File: src/rtl/mig_multiport_arbiter.sv
`default_nettype none
// ============================================================================
// Module  : mig_multiport_arbiter
// Purpose : Round-robin multi-port front end for the MIG app_* interface with
//           in-order read-return routing through a tag FIFO.
// Revision: 1.0 - initial release
// ============================================================================
module mig_multiport_arbiter #(
  parameter int NUM_PORTS  = 2,
  parameter int ADDR_WIDTH = 28,
  parameter int DATA_WIDTH = 128,
  parameter int TAG_DEPTH  = 16,
  localparam int MASK_WIDTH = DATA_WIDTH / 8
) (
  input  logic                             ui_clk,
  input  logic                             sys_rst,
  input  logic                             init_calib_complete,
  input  logic [NUM_PORTS-1:0]             req_valid,
  output logic [NUM_PORTS-1:0]             req_ready,
  input  logic [NUM_PORTS-1:0]             req_we,
  input  logic [NUM_PORTS*ADDR_WIDTH-1:0]  req_addr,
  input  logic [NUM_PORTS*DATA_WIDTH-1:0]  req_wdata,
  input  logic [NUM_PORTS*MASK_WIDTH-1:0]  req_wmask,
  output logic [NUM_PORTS-1:0]             rsp_valid,
  output logic [DATA_WIDTH-1:0]            rsp_data,
  output logic [ADDR_WIDTH-1:0]            app_addr,
  output logic [2:0]                       app_cmd,
  output logic                             app_en,
  input  logic                             app_rdy,
  output logic [DATA_WIDTH-1:0]            app_wdf_data,
  output logic [MASK_WIDTH-1:0]            app_wdf_mask,
  output logic                             app_wdf_wren,
  output logic                             app_wdf_end,
  input  logic                             app_wdf_rdy,
  input  logic [DATA_WIDTH-1:0]            app_rd_data,
  input  logic                             app_rd_data_valid,
  output logic                             busy,
  output logic                             err_unexpected_rd
);

  localparam int PW = (NUM_PORTS > 1) ? $clog2(NUM_PORTS) : 1;
  localparam int TW = $clog2(TAG_DEPTH);

  typedef enum logic [0:0] {S_IDLE = 1'b0, S_ISSUE = 1'b1} state_t;

  state_t                r_state, w_state_nxt;
  logic [PW-1:0]         r_rr_ptr;
  logic [PW-1:0]         r_port;
  logic                  r_is_wr;
  logic                  r_cmd_pend, r_data_pend;
  logic [ADDR_WIDTH-1:0] r_addr;
  logic [DATA_WIDTH-1:0] r_wdata;
  logic [MASK_WIDTH-1:0] r_wmask;
  logic [PW-1:0]         r_tag_mem [TAG_DEPTH];
  logic [TW-1:0]         r_wptr, r_rptr;
  logic [TW:0]           r_level;
  logic [NUM_PORTS-1:0]  r_rsp_valid;
  logic [DATA_WIDTH-1:0] r_rsp_data;
  logic                  r_err;

  logic                  w_full, w_empty, w_found, w_grant, w_push, w_pop;
  logic [PW-1:0]         w_gnt_idx, w_head;
  int                    w_idx;

  assign w_full  = (r_level == (TW+1)'(TAG_DEPTH));
  assign w_empty = (r_level == '0);
  assign w_head  = r_tag_mem[r_rptr];

  // Search from rr_ptr; reads are skipped while the tag FIFO cannot take their tag.
  always_comb begin
    w_found   = 1'b0;
    w_gnt_idx = '0;
    w_idx     = 0;
    for (int k = 0; k < NUM_PORTS; k++) begin
      w_idx = int'(r_rr_ptr) + k;
      if (w_idx >= NUM_PORTS) w_idx = w_idx - NUM_PORTS;
      if (!w_found && req_valid[w_idx] && (req_we[w_idx] || !w_full)) begin
        w_found   = 1'b1;
        w_gnt_idx = PW'(w_idx);
      end
    end
  end

  assign w_grant   = (r_state == S_IDLE) && init_calib_complete && w_found && !sys_rst;
  assign req_ready = w_grant ? (NUM_PORTS'(1) << w_gnt_idx) : '0;
  assign w_push    = r_cmd_pend && app_rdy && !r_is_wr;
  assign w_pop     = app_rd_data_valid && !w_empty;

  always_comb begin
    w_state_nxt = r_state;
    case (r_state)
      S_IDLE:  if (w_grant) w_state_nxt = S_ISSUE;
      S_ISSUE: if ((!r_cmd_pend || app_rdy) && (!r_data_pend || app_wdf_rdy))
                 w_state_nxt = S_IDLE;
      default: w_state_nxt = S_IDLE;
    endcase
  end

  always_ff @(posedge ui_clk or posedge sys_rst) begin
    if (sys_rst) begin
      r_state     <= S_IDLE;
      r_rr_ptr    <= '0;
      r_port      <= '0;
      r_is_wr     <= 1'b0;
      r_cmd_pend  <= 1'b0;
      r_data_pend <= 1'b0;
      r_addr      <= '0;
      r_wdata     <= '0;
      r_wmask     <= '0;
    end else begin
      r_state <= w_state_nxt;
      if (w_grant) begin
        r_port      <= w_gnt_idx;
        r_is_wr     <= req_we[w_gnt_idx];
        r_cmd_pend  <= 1'b1;
        r_data_pend <= req_we[w_gnt_idx];
        r_addr      <= req_addr[int'(w_gnt_idx)*ADDR_WIDTH +: ADDR_WIDTH];
        r_wdata     <= req_wdata[int'(w_gnt_idx)*DATA_WIDTH +: DATA_WIDTH];
        r_wmask     <= req_wmask[int'(w_gnt_idx)*MASK_WIDTH +: MASK_WIDTH];
        r_rr_ptr    <= (w_gnt_idx == PW'(NUM_PORTS-1)) ? '0 : w_gnt_idx + PW'(1);
      end else begin
        if (app_rdy)     r_cmd_pend  <= 1'b0;
        if (app_wdf_rdy) r_data_pend <= 1'b0;
      end
    end
  end

  always_ff @(posedge ui_clk) begin
    if (w_push) r_tag_mem[r_wptr] <= r_port;
  end

  always_ff @(posedge ui_clk or posedge sys_rst) begin
    if (sys_rst) begin
      r_wptr      <= '0;
      r_rptr      <= '0;
      r_level     <= '0;
      r_rsp_valid <= '0;
      r_rsp_data  <= '0;
      r_err       <= 1'b0;
    end else begin
      if (w_push) r_wptr <= r_wptr + TW'(1);
      if (w_pop)  r_rptr <= r_rptr + TW'(1);
      case ({w_push, w_pop})
        2'b10:   r_level <= r_level + (TW+1)'(1);
        2'b01:   r_level <= r_level - (TW+1)'(1);
        default: r_level <= r_level;
      endcase
      r_rsp_valid <= w_pop ? (NUM_PORTS'(1) << w_head) : '0;
      if (w_pop) r_rsp_data <= app_rd_data;
      if (app_rd_data_valid && w_empty) r_err <= 1'b1;
    end
  end

  assign app_addr          = r_addr;
  assign app_cmd           = r_is_wr ? 3'b000 : 3'b001;
  assign app_en            = r_cmd_pend;
  assign app_wdf_data      = r_wdata;
  assign app_wdf_mask      = r_wmask;
  assign app_wdf_wren      = r_data_pend;
  assign app_wdf_end       = r_data_pend;
  assign rsp_valid         = r_rsp_valid;
  assign rsp_data          = r_rsp_data;
  assign busy              = (r_state != S_IDLE) || !w_empty;
  assign err_unexpected_rd = r_err;

endmodule
`default_nettype wire

File: config.mk
export PLATFORM = sky130hd
export DESIGN_NAME = mig_multiport_arbiter
export DESIGN_NICKNAME = d
export VERILOG_FILES = /design/src/rtl/mig_multiport_arbiter.sv
export SDC_FILE = /design/constraint.sdc
export NUM_CORES = 1
export LEC_CHECK = 0
export CAP_MARGIN = 0
export CORE_AREA = 10 10 299 301
export CTS_BUF_LIST = sky130_fd_sc_hd__clkbuf_2
export CTS_CLUSTER_DIAMETER = 60
export DETAILED_ROUTE_END_ITERATION = 16
export DIE_AREA = 0 0 309 311
export GPL_TIMING_DRIVEN = 0
export PLACE_DENSITY = 0.42
export SETUP_SLACK_MARGIN = 0.2
export SLEW_MARGIN = 30
export SYNTH_ARGS = -nofsm -noshare
export SYNTH_HDL_FRONTEND = slang
export SYNTH_SLANG_ARGS = --single-unit
File: constraint.sdc
create_clock -name ui_clk -period 12.1 [get_ports ui_clk]
set_input_delay 1.21 -clock ui_clk [delete_from_list [all_inputs] [get_ports ui_clk]]
set_output_delay 1.21 -clock ui_clk [all_outputs]
set_load 0.01 [all_outputs]
==> results of run 1 <==
==> path summary, 6_finish.rpt <==
kind	startpoint	endpoint	slack [ns]	depth (start not counted)
worst max-delay path	r_level[2]	req_ready[1]	6.62	7
worst min-delay path	rsp_data[103]	rsp_data[103]	0.48	2
worst max register to register	r_level[2]	r_level[4]	8.33	13
worst min register to register	rsp_data[103]	rsp_data[103]	0.48	2
max in group asynchronous	sys_rst	app_wdf_data[88]	10.32	4
min in group asynchronous	sys_rst	r_port	0.53	2
==> logic make-up after synthesis <==
family / share of synthesized area (%)
AOI/OAI and AO/OA: 13.1
xor gates and xnor gates: 0.667
adders and majority gates: 0.780
buffers and inverters: 4.44
DFF: 59.1
muxes: 1.06
other: 0.0260
and+or+nand+nor: 20.8
==> sequential cells by signal, indices dropped and copies added (netlist names) <==
signal and flops:
rsp_data 128, r_rptr 4, app_wdf_end 1, r_tag_mem 16, app_en 1, r_state 1, r_rr_ptr 1, r_port 1
r_level 5, err_unexpected_rd 1, r_is_wr 1, r_wptr 4, rsp_valid 2, app_wdf_mask 16, app_addr 28, app_wdf_data 128
==> metrics by stage <==
| stage | TNS (ns) | power, mW |
|---|---|---|
| floorplan | 0 | 2.26 |
| global placement | -1110.13 | 3.30 |
| detailed placement | 0 | 3.30 |
| CTS | 0 | 4.26 |
| global route | 0 | 4.44 |
| finish | 0 | 4.16 |
==> layout make-up <==
cell class | instances | area, um^2
Fill cell | 8783 | 58500
Multi-Input combinational cell | 838 | 5270
Clock inverter | 27 | 126
Sequential cell | 338 | 8540
Buffer | 116 | 606
Inverter | 10 | 45.0
Tap cell | 1080 | 1350
Clock buffer | 153 | 766
Antenna cell | 15 | 37.5
Timing Repair Buffer | 795 | 8030
==> power groups by stage <==
stage | logic [mW] | clock network [mW] | registers [mW]
2_1_floorplan | 0.514 | 0 | 1.75
3_3_place_gp | 1.65 | 0 | 1.64
3_5_place_dp | 1.66 | 0 | 1.64
4_1_cts | 1.66 | 0.967 | 1.63
5_1_grt | 1.75 | 1.02 | 1.67
6_report | 1.62 | 0.903 | 1.63
==> worst max-delay path: stages, from the launching register on <==
cell	delay, ns
dfrtp_1	0.38
clkbuf_1	0.20
nor4_1	0.64
a31oi_1	0.31
clkbuf_1	0.36
clkbuf_1	0.32
nor2_1	0.28
clkdlybuf4s50_1	0.66
==> metal layers <==
metal / vias up / part of all wire, % / wire length (um)
met1: 7063 / 38 / 31700
met2: 698 / 48 / 39400
met5: - / 0.20 / 167
li1: 6533 / - / -
met4: 24 / 2.2 / 1850
met3: 136 / 12 / 9520
==> cell usage after synthesis, types with 3 or more instances <==
library cell,n,area share [%]
a21oi_1,3,0.10
a221o_1,172,12
buf_2,54,1.9
buf_4,7,0.36
buf_6,10,0.78
clkbuf_1,43,1.1
dfrtp_1,322,56
edfxtp_1,16,3.3
ha_1,9,0.78
inv_1,9,0.23
mux2i_1,4,0.28
mux4_2,4,0.62
nand2_1,397,10
nand2b_1,4,0.17
nand4_1,3,0.13
nor2_1,17,0.44
nor3_1,6,0.21
nor3b_1,174,9.0
o21ai_0,4,0.14
xnor2_1,8,0.49
xor2_1,3,0.18
==> flow_summary_export.csv, run 1 <==
group,metric,value,unit
outcome,status,"completed",
min_path,hold_path.class,"reg -> reg",
floorplan,num_io_pins,794,
power,power_frac_comb,39.1,%
synthesis,synth.cell_area,0.0144,mm^2
synthesis,synth_cell_type_count,48,
setup_path,cp-end-kind,"primary output",
detailed_routing,drc,0,
floorplan,die_w,309,um
synthesis,ys_seq_area_share,59.1,%
synthesis,synth-edff-count,16,
cells_and_area,fin_cells,3372,
power,p_sw_share,36.0,%
cells_and_area,final_cell_area,0.0248,mm^2
floorplan,die_height,311,um
setup_path,path_class,"reg -> out",
detailed_routing,drt_first_pass_iters,5,
clock_tree,cts_tree,"yes",
sta,post-route-min-period,5.48,ns
setup_path,cp_max_fo,10,
global_routing,grt_busiest_layer,"met2",
placement,place_ws,6.86,ns
floorplan,row_count,106,
detailed_routing,dr_total_vias,14454,
detailed_routing,routed_wl,82600,um
sta,maxSlewViolCount,0,
sta,setup_viol,0,
detailed_routing,first_iter_violations,874,
sta,maxSlewHeadroom,43.8,%
synthesis,yosysWarningCount,0,
power,p_sw,1.50,mW
global_routing,use_met1,18.3,%
floorplan,core,0.0833,mm^2
power,max-vdd-ir-drop,0.0712,mV
global_routing,grt_pass1_wl,116000,um
placement,dp.cells,3177,
synthesis,syn_area_per_cell,11.1,um^2
sta,hold_slack,0.478,ns
power,intPower,2.66,mW
power,seqPwrFrac,39.2,%
placement,io_buffers,791,
clock_tree,clk_pin_slew,0.09,ns
clock_tree,ctsHoldBuffers,0,
cells_and_area,final_cell_mix,"clkdlybuf4s50_1, nand2_1, dfrtp_1",
clock_tree,cts_made_buffers,103,
synthesis,synthFlopType,"dfrtp_1",
sta,rsz0062_at_grt,"false",
sta,period_share,45.3,%
global_routing,grt_usage,16.4,%
detailed_routing,ant_nets,0,
global_routing,grt_max_degree,85,
placement,dpl_cell_area,0.0238,mm^2
clock_tree,numClockSinks,338,
global_routing,groute.layer.met2.usage,27.5,%
cells_and_area,drive_above_1_share,10.9,%
synthesis,async_flop_share,95.3,%
power,p_leak,10.5,nW
placement,hpwl,65800,um
cells_and_area,area_growth_syn_to_layout,71.4,%
cells_and_area,final_util,29.7,%
synthesis,syn_inst,1301,
global_routing,grt_overflow,0,
setup_path,required,10.89,ns
setup_path,startpoint_type,"flip-flop",
power,clockPowerShare,21.7,%
detailed_routing,vias_per_cell,4.29,
clock_tree,h-tree-depth,3,
cells_and_area,final_nets,2693,
clock_tree,postCtsSetupBuffers,0,
floorplan,die_area,0.0961,mm^2
global_routing,grt_antenna_before_repair,34,
global_routing,grt_use_met3,7.20,%
flow_run,maxCapViolations,0,
synthesis,synth-seq-cells,338,
clock_tree,clockBufferDepth,3,
sta,tightest_slew,0.843,ns
floorplan,start_util,17.3,%
sta,hold_viol_final,0,
power,p_per_area,168,mW/mm^2
cells_and_area,layout_commonest_cell,"clkdlybuf4s50_1",
clock_tree,cts_resized,0,
sta,max_freq,0.182,GHz
setup_path,worstPathArrival,4.27,ns
detailed_routing,wl_per_cell,24.5,um
clock_tree,root_buffer,"clkbuf_2",
global_routing,grt_pass1_vias,15496,
clock_tree,clock_latency,1.14,ns
sta,layout_setup_ws,6.62,ns
sta,skew,0.138,ns
placement,gp_congestion,0.813,
(Power assumes the default switching activity.)
==> run 2, diff against run 1 <==
clock period = 5.6 ns   (was 12.1 ns; I/O delays follow)
==> run 2 against run 1 <==
Final area grew 12%. Die area stayed put. Clock skew shrank 0.043 ns. Critical path depth unchanged. Hold slack lost 0.29 ns. Total power grew 120%. Cell count increased by 8.8%. Critical path type unchanged. First-iteration DRC count is 4.8% lower.
==> flow_summary_export.csv, run 2 (synthesis results as in run 1) <==
group,metric,value,unit
outcome,status,"completed",
setup_path,crit_family,"buffers and inverters",
cells_and_area,fin_cells,3669,
clock_tree,clock_latency,1.07,ns
global_routing,grt_antenna_before_repair,26,
global_routing,grt_max_degree,29,
clock_tree,cts_made_buffers,101,
sta,post-route-min-period,4.98,ns
clock_tree,numClockSinks,338,
floorplan,die_area,0.0961,mm^2
detailed_routing,wl_per_cell,22.7,um
power,intPower,5.89,mW
sta,maxSlewViolCount,0,
setup_path,cp_max_fo,10,
power,seqPwrFrac,38.5,%
floorplan,die_w,309,um
detailed_routing,first_iter_violations,832,
floorplan,start_util,17.3,%
cells_and_area,fillers,8612,
floorplan,die_height,311,um
floorplan,core,0.0833,mm^2
clock_tree,clk_pin_slew,0.10,ns
setup_path,worst_path_max_delay_cell,"nor4_1",
setup_path,required,5.04,ns
setup_path,cp-end-kind,"primary output",
sta,layout_setup_ws,0.622,ns
clock_tree,postCtsSetupBuffers,0,
placement,io_buffers,791,
detailed_routing,dr_total_vias,15376,
cells_and_area,drive_above_1_share,9.79,%
sta,max_freq,0.201,GHz
setup_path,worstPathBufferInverterCount,4,
min_path,min_path_cells,2,
floorplan,row_count,106,
sta,maxSlewHeadroom,44.1,%
detailed_routing,routed_wl,83200,um
power,p_sw_share,35.7,%
sta,period_share,88.9,%
setup_path,r2r_start,"r_level[2]",
setup_path,crit_path_frequent_cell,"clkbuf_1",
power,power,9.16,mW
clock_tree,cts_tree,"yes",
sta,tightest_slew,0.831,ns
power,p_per_area,329,mW/mm^2
power,max-vdd-ir-drop,0.131,mV
setup_path,startpoint_type,"flip-flop",
global_routing,grt_pass1_wl,120000,um
power,power_frac_comb,40.7,%
sta,hold_viol_final,0,
detailed_routing,drc,0,
clock_tree,h-tree-depth,3,
sta,rsz0062_at_grt,"false",
power,p_sw,3.27,mW
min_path,hold_path.class,"in -> reg",
global_routing,grt_overflow,0,
detailed_routing,drt_first_pass_iters,5,
sta,skew,0.0950,ns
placement,dp.cells,3186,
cells_and_area,final_cell_mix,"clkdlybuf4s50_1, nand2_1, dfrtp_1",
flow_run,maxCapViolations,0,
global_routing,grt_pass1_vias,17486,
setup_path,path_cells,"clkbuf_1, nor4_1, a31oi_1, clkbuf_1, clkbuf_1, nor2_1, clkdlybuf4s50_1",
power,p_leak,11.8,nW
min_path,min_from,"req_wdata[65]",
floorplan,num_io_pins,794,
setup_path,cpPeakStageDelay,0.73,ns
setup_path,reg2reg_slack,1.60,ns
power,clockPowerShare,20.7,%
setup_path,reg2regPathDepth,13,
placement,place_ws,1.53,ns
clock_tree,clockBufferDepth,3,
placement,hpwl,66000,um
sta,setup_viol,0,
detailed_routing,ant_nets,0,
clock_tree,cts_resized,0,
cells_and_area,area_growth_syn_to_layout,92.7,%
setup_path,path_class,"reg -> out",
cells_and_area,final_nets,2994,
cells_and_area,layout_commonest_cell,"clkdlybuf4s50_1",
clock_tree,ctsHoldBuffers,294,
placement,gp_congestion,0.832,
detailed_routing,vias_per_cell,4.19,
clock_tree,root_buffer,"clkbuf_2",
setup_path,timing.rr.end,"r_level[4]",
setup_path,worstPathArrival,4.42,ns
global_routing,grt_usage,16.8,%
min_path,worstHoldEndpoint,"app_wdf_data[65]",
run 2: cell type report:
type,count,area [um^2],share of cell area (%)
buffer,116,606,2.17
tap,1080,1350,4.85
clock inverter,27,125,0.449
sequential,338,8540,30.7
clock buffer,148,741,2.66
inverter,10,41.3,0.148
antenna,14,35.0,0.126
multi-input combinational,838,5270,18.9
timing repair buffer,1098,11100,40.0
run 2: power by group through the flow:
stage          logic [mW]  registers (mW)  clock network [mW]
5_1_grt              4.02            3.62                2.14
3_5_place_dp         3.59            3.56                   0
6_report             3.73            3.53                1.90
4_1_cts              3.81            3.54                2.03
2_1_floorplan        1.11            3.77                   0
3_3_place_gp         3.56            3.56                   0
run 2: worst max-delay path by stage:
stage | from | end | slack (ns) | cells after the start
2_1_floorplan | sys_rst | app_addr[0] | 0.75 | 1
3_3_place_gp | sys_rst | app_wdf_data[121] | -2.24 | 2
3_5_place_dp | r_level[2] | r_level[4] | 1.53 | 13
4_1_cts | r_level[2] | req_ready[0] | 0.40 | 7
5_1_grt | r_level[2] | req_ready[1] | 0.21 | 7
6_report | r_level[2] | req_ready[1] | 0.62 | 7
run 2: stage by stage:
stage	instance area, um^2	TNS [ns]	hold slack [ns]	utilization [%]
floorplan	14500	0	0.480	-
global placement	23700	-700.45	0.460	28.5
CTS	27800	0	0.000537	33.4
finish	27800	0	0.188	33.4
detailed placement	24000	0	0.462	28.8
global route	27800	0	0.0532	33.4
run 2: layer usage:
metal,vias to the layer above,GRT usage (%),share of wire (%)
met5,-,0,0.19
met3,154,7.12,10
met2,669,28.7,49
met4,22,6.90,3.2
li1,7124,-,-
met1,7407,17.9,38
